===== config.mk =====
export PLATFORM = sky130hd
export DESIGN_NAME = spi_target
export DESIGN_NICKNAME = d
export VERILOG_FILES = /design/src/rtl/spi_target_pkg.sv /design/src/rtl/spi_sync_edge.sv /design/src/rtl/spi_target.sv
export SDC_FILE = /design/constraint.sdc
export NUM_CORES = 1
export LEC_CHECK = 0
export CORE_UTILIZATION = 46
export CTS_CLUSTER_SIZE = 20
export DETAILED_ROUTE_END_ITERATION = 8
export PLACE_DENSITY = 0.78
export SYNTH_ARGS = -nofsm -noshare
export SYNTH_HDL_FRONTEND = slang
export SYNTH_SLANG_ARGS = --single-unit

===== constraint.sdc =====
create_clock -name CLK -period 2.6 [get_ports CLK]
set_input_delay 0.39 -clock CLK [delete_from_list [all_inputs] [get_ports CLK]]
set_output_delay 0.39 -clock CLK [all_outputs]
set_load 0.01 [all_outputs]

===== src/rtl/spi_target_pkg.sv =====
// Shared definitions for the SPI target: FSM state encoding and the
// command byte field layout (write flag, reserved bits, start address).
package spi_target_pkg;

  typedef enum logic [2:0] {
    ST_IDLE = 3'd0,
    ST_CMD  = 3'd1,
    ST_WR   = 3'd2,
    ST_RD   = 3'd3,
    ST_IGN  = 3'd4
  } state_t;

  localparam int         CMD_WR_BIT    = 7;
  localparam logic [7:0] CMD_RSV_MASK  = 8'h70;
  localparam logic [7:0] CMD_ADDR_MASK = 8'h0F;

  // State the command byte sends the FSM to once it has been received.
  function automatic state_t cmd_decode(input logic [7:0] cmd);
    if ((cmd & CMD_RSV_MASK) != 8'h00) return ST_IGN;
    else if (cmd[CMD_WR_BIT])          return ST_WR;
    else                               return ST_RD;
  endfunction

  function automatic logic [3:0] cmd_addr(input logic [7:0] cmd);
    return 4'(cmd & CMD_ADDR_MASK);
  endfunction

endpackage


===== src/rtl/spi_sync_edge.sv =====
// Input synchronizer with edge detection on the synchronized level.
// Ports:
//   CLK, nRESET  system clock, async active-low reset
//   din          asynchronous input
//   rise, fall   one-CLK pulses on synchronized rising / falling edges
// IDLE_VAL is the level the chain resets to, so no spurious edge is
// reported when reset releases with the line at its idle level.
module spi_sync_edge #(
  parameter int   SYNC_STAGES = 2,
  parameter logic IDLE_VAL    = 1'b0
) (
  input  logic CLK,
  input  logic nRESET,
  input  logic din,
  output logic rise,
  output logic fall
);

  logic [SYNC_STAGES-1:0] chain;
  logic                   q_d;

  always_ff @(posedge CLK or negedge nRESET) begin
    if (!nRESET) begin
      chain <= {SYNC_STAGES{IDLE_VAL}};
      q_d   <= IDLE_VAL;
    end else begin
      chain <= {chain[SYNC_STAGES-2:0], din};
      q_d   <= chain[SYNC_STAGES-1];
    end
  end

  assign rise = chain[SYNC_STAGES-1] & ~q_d;
  assign fall = ~chain[SYNC_STAGES-1] & q_d;

endmodule


===== src/rtl/spi_target.sv =====
// SPI mode-0 target bridging a bit-banged master to a 16-entry register
// space. The first byte is a command (bit 7 write, bits 3:0 start
// address); following bytes are written out or read back with an
// auto-incrementing, wrapping address. STATUS is shifted out during the
// command byte.
// Ports:
//   CLK, nRESET            system clock, async active-low reset
//   SCK, MOSI, nSS         SPI inputs (asynchronous)
//   MISO, MISO_OE          SPI output and its drive enable
//   STATUS                 byte returned during the command byte
//   WADDR, WDATA, WSTB     write port, WSTB one CLK wide
//   RADDR, RDATA, RSTB     read port, RSTB marks the RDATA capture
//
// state | meaning
// IDLE  | deselected, waiting for nSS fall
// CMD   | receiving command byte, shifting out STATUS
// WR    | receiving write data bytes
// RD    | shifting out read data, received bytes dropped
// IGN   | reserved command bits set, ignore until nSS rises
module spi_target
  import spi_target_pkg::*;
#(
  parameter int SYNC_STAGES = 2
) (
  input  logic       CLK,
  input  logic       nRESET,
  input  logic       SCK,
  input  logic       MOSI,
  input  logic       nSS,
  output logic       MISO,
  output logic       MISO_OE,
  input  logic [7:0] STATUS,
  output logic [3:0] WADDR,
  output logic [7:0] WDATA,
  output logic       WSTB,
  output logic [3:0] RADDR,
  input  logic [7:0] RDATA,
  output logic       RSTB
);

  logic sck_rise, sck_fall, ss_rise, ss_fall;
  logic [SYNC_STAGES-1:0] mosi_chain;
  logic mosi_s;

  state_t     state, state_nxt;
  logic [2:0] bit_cnt;
  logic [6:0] rx_sr;
  logic [7:0] rx_byte, tx_sr;
  logic [3:0] addr;
  logic       rd_pend;
  logic       byte_done;

  spi_sync_edge #(.SYNC_STAGES(SYNC_STAGES), .IDLE_VAL(1'b0)) u_sck (
    .CLK(CLK), .nRESET(nRESET), .din(SCK), .rise(sck_rise), .fall(sck_fall)
  );

  spi_sync_edge #(.SYNC_STAGES(SYNC_STAGES), .IDLE_VAL(1'b1)) u_nss (
    .CLK(CLK), .nRESET(nRESET), .din(nSS), .rise(ss_rise), .fall(ss_fall)
  );

  // Same depth as the SCK chain so MOSI lines up with the detected edge.
  always_ff @(posedge CLK or negedge nRESET) begin
    if (!nRESET) mosi_chain <= '0;
    else         mosi_chain <= {mosi_chain[SYNC_STAGES-2:0], MOSI};
  end
  assign mosi_s = mosi_chain[SYNC_STAGES-1];

  assign rx_byte = {rx_sr, mosi_s};
  // Deselect wins over a byte completing on the same CLK.
  assign byte_done = (state != ST_IDLE) && sck_rise && (bit_cnt == 3'd7) && !ss_rise;

  always_ff @(posedge CLK or negedge nRESET) begin
    if (!nRESET) state <= ST_IDLE;
    else         state <= state_nxt;
  end

  always_comb begin
    state_nxt = state;
    if (ss_rise) begin
      state_nxt = ST_IDLE;
    end else begin
      case (state)
        ST_IDLE: if (ss_fall)   state_nxt = ST_CMD;
        ST_CMD:  if (byte_done) state_nxt = cmd_decode(rx_byte);
        default: ;
      endcase
    end
  end

  always_comb begin
    MISO_OE = 1'b0;
    MISO    = 1'b0;
    case (state)
      ST_CMD, ST_WR, ST_RD: begin
        MISO_OE = 1'b1;
        MISO    = tx_sr[7];
      end
      ST_IGN:  MISO_OE = 1'b1;
      default: ;
    endcase
  end

  always_ff @(posedge CLK or negedge nRESET) begin
    if (!nRESET) begin
      bit_cnt <= '0;
      rx_sr   <= '0;
      tx_sr   <= '0;
      addr    <= '0;
      rd_pend <= 1'b0;
      WSTB    <= 1'b0;
      RSTB    <= 1'b0;
      WADDR   <= '0;
      WDATA   <= '0;
      RADDR   <= '0;
    end else begin
      WSTB <= 1'b0;
      RSTB <= 1'b0;
      if (ss_rise) begin
        bit_cnt <= '0;
        rd_pend <= 1'b0;
      end else if (state == ST_IDLE) begin
        if (ss_fall) begin
          tx_sr   <= STATUS;
          bit_cnt <= '0;
        end
      end else begin
        if (sck_rise) begin
          rx_sr   <= rx_byte[6:0];
          bit_cnt <= bit_cnt + 3'd1;
        end
        // The fall right after a byte boundary keeps the freshly loaded
        // bit 7 on MISO instead of shifting it away.
        if (sck_fall && (bit_cnt != 3'd0)) tx_sr <= {tx_sr[6:0], 1'b0};
        if (byte_done) begin
          tx_sr <= '0;
          case (state)
            ST_CMD: begin
              addr <= cmd_addr(rx_byte);
              if (cmd_decode(rx_byte) == ST_RD) begin
                RADDR   <= cmd_addr(rx_byte);
                rd_pend <= 1'b1;
              end
            end
            ST_WR: begin
              WSTB  <= 1'b1;
              WDATA <= rx_byte;
              WADDR <= addr;
              addr  <= addr + 4'd1;
            end
            ST_RD: begin
              RADDR   <= addr;
              rd_pend <= 1'b1;
            end
            default: ;
          endcase
        end
        // RDATA has had one CLK to settle after RADDR moved.
        if (rd_pend) begin
          tx_sr   <= RDATA;
          RSTB    <= 1'b1;
          addr    <= addr + 4'd1;
          rd_pend <= 1'b0;
        end
      end
    end
  end

endmodule


Yosys cells after proc, flatten, opt, wreduce, memory -nomap -nowiden --
Index checks and enable logic that the tools add are counted.
Storage, ports and cells: bits in registers 52, bits of input ports 21, word-level logic and storage cells 102
Operators by class: add/subtract/negate cells 2, eq/ne operators 11, multiplexer cells 39, bitwise gates (word level) 10, reduce and logical (&&, ||, !) cells 24
Operator list (number):
- 8-bit two-way mux | 5
- 3-bit two-way mux | 12
- 4-bit one-hot mux with 2 select lines | 2
- 1-bit two-way mux | 15
- 3-bit nonzero test | 5
- 4-bit two-way mux | 3
- 3-bit by 2-bit equality test with 1-bit output (second input constant) | 3
- 3-bit AND reduction | 3
- 4-bit AND reduction | 2
- 8-bit nonzero test | 1
- 3-bit equality test (second input constant) | 2
- 2-bit inequality test (second input constant) | 3
- 3-bit inequality test (second input constant) | 2
- 1-bit NOT | 6
- 3-bit one-hot mux with 2 select lines | 1
- 5-bit AND reduction | 1
- 4-bit by 1-bit adder with 4-bit output (second input constant) | 1
- 1-bit bitwise AND | 4
- 1-bit logical AND | 4
- 2-bit nonzero test | 2
- 4-bit nonzero test | 1
- 4-bit OR reduction | 1
- 3-bit by 1-bit adder with 3-bit output (second input constant) | 1
- 3-bit by 1-bit equality test with 1-bit output (second input constant) | 1
- other kinds (5) | 5

Depth between registers and ports, before layout --
word-level depth 15, gate-level depth with buffers 7

Modules after synthesis --
From an unflattened synthesis, not the netlist that was laid out.
Unflattened totals: cell total of the unflattened synthesis 205, area total of the unflattened synthesis 2424.8 um^2
By module, submodules not included:
- spi_target | times used 1, cells an instance 195, area each 2240.9 um^2, seq. area each 1151.1 um^2
- spi_sync_edge (u_nss) | times used 1, cells an instance 5, area each 93.8 um^2, seq. area each 78.8 um^2
- spi_sync_edge (u_sck) | times used 1, cells an instance 5, area each 90.1 um^2, seq. area each 75.1 um^2

Least setup slack after synthesis --
No wires, ideal clock.
path kind flip-flop to flip-flop, start register bit_cnt[0], end register tx_sr[0], arrival time 1.968 ns, path slack 0.507 ns, stages on the path, launching flop included 8, path buffers 1, period minus slack after synthesis 2.093 ns, cell sequence dfrtp_1 ha_1 ha_1 and3b_1 buf_2 a311o_1 o21ai_4 mux2_2
On the way: longest elaborated chain between the ends 6, elaborated cells between the ends (all ways) 10
Ends and longest elaborated chain:
- start: declaration | RTL line spi_target.sv:46 | logic [2:0] bit_cnt;
- start signal: assignment | RTL line spi_target.sv:129 | bit_cnt <= bit_cnt + 3'd1;
- 3-bit equality test | RTL line spi_target.sv:70 | assign byte_done = (state != ST_IDLE) && sck_rise && (bit_cnt == 3'd7) && !ss_rise;
- 1-bit logical AND (2 in a row) | RTL line spi_target.sv:70
- 8-bit two-way mux | RTL line spi_target.sv:134 | if (byte_done) begin
- 8-bit two-way mux | RTL line spi_target.sv:158 | if (rd_pend) begin
- 8-bit two-way mux | RTL line spi_target.sv:121 | end else if (state == ST_IDLE) begin
- end signal: assignment | RTL line spi_target.sv:133 | if (sck_fall && (bit_cnt != 3'd0)) tx_sr <= {tx_sr[6:0], 1'b0};
- end: declaration | RTL line spi_target.sv:48 | logic [7:0] rx_byte, tx_sr;
Parallel ways exist; a longest one is shown, timed or not. A chain may end at the register's enable or synchronous reset.

Worst setup path in the final report --
start register bit_cnt[0], end register tx_sr[5]
Same word-level chain as after synthesis.

==> results by group <==
Status
  • Outcome: completed

Clock network
  • TritonCTS Sinks: 52
  • H-tree depth: 2
  • Clk_lat worst skew: 310 ps
  • Clk buf depth: 2
  • CTS resizes: 0
  • Setup Fix Bufs, Post-CTS: 0
  • CTS Buf Count: 5
  • Hold buffer count at cts: 0
  • Root Buffer: clkbuf_8
  • CTS clk-pin slew, worst paths: 100 ps
  • CTS tree: yes

Die
  • Initial Util: 47.6%
  • Core area: 0.00511 mm2
  • Die ar.: 0.00557 mm2
  • I/O pins: 41
  • Die width: 74.7 um
  • Die height: 74.7 um
  • # rows: 26

Critical path
  • CP max stage delay: 410 ps
  • R2r endpoint: tx_sr[5]
  • WS Path Type: reg -> reg
  • Crit start category: register
  • Path depth of the worst reg2reg path: 6
  • WP depth: 6
  • Crit path to: tx_sr[5]
  • Worst-path fanout max: 8
  • CP Launch Point: bit_cnt[0]
  • CP max-delay cell: dfrtp_1
  • Worst Path Arrival: 2420 ps
  • Critical path endpoint category: register
  • Worst EP required: 2800 ps
  • R2r startpoint: bit_cnt[0]
  • Top cell by count, worst path: ha_1
  • Top cell family by delay on the critical path: compound AO/OA/AOI/OAI gates
  • Cell Chain, Critical Path: ha_1 > ha_1 > and3b_1 > a311o_1 > o21ai_4 > mux2_2
  • Buf/Inv on CP: 0
  • Worst R2R Setup Slack: 380 ps

Routing
  • Final ANT Viol Nets: 0
  • Iter 0 DRT Violations: 179
  • Vias: 1741
  • Vias/cell: 5.41
  • First drt pass iteration count: 4
  • DR WL/cell: 14.3 um
  • Drt total wl: 4600 um
  • DR DRC count: 0

Global routing
  • Initial antenna violation count: 0
  • Vias in the first global route: 1621
  • First-pass GRT wire length: 7510 um
  • GRT Util Overall: 18.2%
  • Pin count of the biggest net entering global routing: 53
  • Gr ovfl total: 0

Final layout
  • Fill count: 458
  • Layout cell share with drive strength beyond 1: 20.6%
  • Antenna diodes: 0
  • Final non-filler cell total: 322
  • Final core utilization: 58.7%
  • Area Growth Syn to Fin: 23.5%
  • Final nets: 278

Synth
  • Largest cells by area after synthesis: dfrtp_1 (50%), mux2_2 (14%), dfstp_2 (3.2%)
  • Mux contribution to synthesized area: 17.3%
  • Share of the synthesized area in compound gates (AO/OA/AOI/OAI): 10.9%
  • Synth top area share: 50.5%
  • Adder-Cell Fraction of Synth Area: 3.09%
  • Post-Syn Nets: 235
  • Sequential area share after synthesis: 53.7%
  • Xor and xnor area share after synthesis: 0.361%
  • Cell accounting for the most synthesized area: dfrtp_1
  • Post-Synth Simple-Gate Area: 11.2%
  • Yosys cell types: 37
  • Mapped Cells: 208
  • Mapped Area: 0.00243 mm2
  • Main combinational cell family by area after synthesis: multiplexers
  • Syn_area_per_cell: 11.7 um2
  • #FFs+latches synth: 52
  • Ys Warns: 0

Power and ir drop
  • Flop pwr share: 45.2%
  • Logic pwr share: 36.0%
  • Clock power frac: 18.8%
  • Leakage: 0.00137 uW
  • Net Sw Frac: 34.4%
  • VDD IR max: 0.430 mV
  • PD cells: 826 mW/mm2
  • Cell-internal power: 1620 uW
  • Net switching power: 854 uW

Placed design
  • HPWL Detailed: 3200 um
  • Buffers on Ports: 40
  • Placed Instances: 314
  • GP Congestion: 0.820

Timing
  • Normalized max-slew margin: 46.1%
  • Hold Violations, Final: 0
  • Tcrit/Tclk final: 85.3%
  • Fin Setup TNS: 0 ps
  • Final min period: 2220 ps
  • Slew @ Worst Pin: 802 ps
  • Final setup viols: 0
  • RSZ-0062 raised after global routing: no
  • Slew Limit Fails: 0
  • Worst clock skew: 8.96 ps
  • Peak Freq: 451 MHz

Flow run
  • Max-cap violations: 0

Worst hold path
  • Hold Path Class: in -> async
## metrics by stage
stage | total power (uW) | instance area, um2 | hold WS [ps] | worst slack (ps)
global placement | 1970 | 2910 | 334 | 461
CTS | 2500 | 3000 | 203 | 373
global route | 2640 | 3000 | 226 | 274
detailed placement | 2020 | 2910 | 342 | 390
floorplan | 1750 | 2430 | 94.4 | 507
finish | 2480 | 3000 | 177 | 381
## cells in the mapped netlist
library cell   n
nor2b_1        1
o21a_1         1
a21o_1         1
buf_2          5
nand3_1        5
dfrtp_1       49
and3b_1        1
inv_1         12
a2111o_1       2
a21oi_1        7
or2_1          1
nand2b_1       2
xnor2_1        1
nor2_1        14
a311o_1        1
ha_1           6
clkbuf_1       4
o21ai_0       11
o21ai_4        1
a221o_1        7
nor4_1         2
mux2_2        31
nand4_1        1
a211oi_1       1
nor3_2         1
and4bb_2       1
o211ai_1       1
nor3b_1        3
nor2_4         1
nand3b_1       1
mux2i_1        7
a22o_1         1
dfstp_2        3
nand2_1       18
o31ai_1        1
a2bb2oi_1      1
nor3_1         2
## worst min path at each step
stage                               from             end  depth (start not counted)
after CTS                         nRESET        WDATA[4]                          2
after global placement    u_sck.chain[0]  u_sck.chain[1]                          0
final                             nRESET        WDATA[4]                          2
after floorplan                   nRESET        RADDR[0]                          0
after global routing              nRESET        WDATA[4]                          2
after detailed placement   mosi_chain[0]   mosi_chain[1]                          0
## cell type report
type / instances / area [um2] / area share (%)
inverter: 12 / 45.0 / 1.50
tap: 70 / 87.6 / 2.92
sequential: 52 / 1310 / 43.5
clock buffer: 5 / 68.8 / 2.29
multi-input combinational: 135 / 1040 / 34.6
timing repair buffer: 45 / 433 / 14.4
clock inverter: 3 / 22.5 / 0.751
## cells by family after synthesis
family / after synthesis
flops: 52
simple gates: 54
compound gates: 36
buf+inv: 21
fa+ha+maj: 6
xor+xnor: 1
mux: 38
## sequential cells by signal, summed over array words and instances, names as in the netlist
signal / count
RADDR: 4
RSTB: 1
WADDR: 4
WDATA: 8
WSTB: 1
addr: 4
bit_cnt: 3
mosi_chain: 2
rd_pend: 1
rx_sr: 7
state: 3
tx_sr: 8
u_nss.chain: 2
u_nss.q_d: 1
u_sck.chain: 2
u_sck.q_d: 1
## cell usage in the layout, fill, tap and decap left out, types with 2 or more instances in the layout
master / count
a2111o_1: 2
mux2_2: 31
a21oi_1: 7
buf_4: 5
dfrtp_1: 49
nand3_1: 5
nor3b_1: 3
mux2i_1: 7
nor4_1: 2
nor3_1: 2
o21ai_0: 11
nor2_1: 14
inv_1: 12
a221o_1: 7
nand2_1: 18
clkdlybuf4s50_1: 39
dfstp_2: 3
ha_1: 6
nand2b_1: 2
clkbuf_8: 5
## power by group through the flow
| stage | Sequential, uW | Clock [uW] | Combinational [uW] |
|---|---|---|---|
| 2_1_floorplan | 1070 | 0 | 676 |
| 3_3_place_gp | 1120 | 0 | 855 |
| 3_5_place_dp | 1130 | 0 | 890 |
| 4_1_cts | 1120 | 484 | 896 |
| 5_1_grt | 1140 | 518 | 980 |
| 6_report | 1120 | 466 | 892 |
## routing by layer
metal | vias up | GRT usage, % | wire length (um)
li1 | 819 | - | -
met1 | 864 | 23.9 | 2050
met2 | 51 | 29.1 | 2260
met3 | 7 | 4.42 | 206
met4 | 0 | 7.76 | 72
met5 | - | 0 | 0
Note: power is estimated with default switching activity, not from simulation.
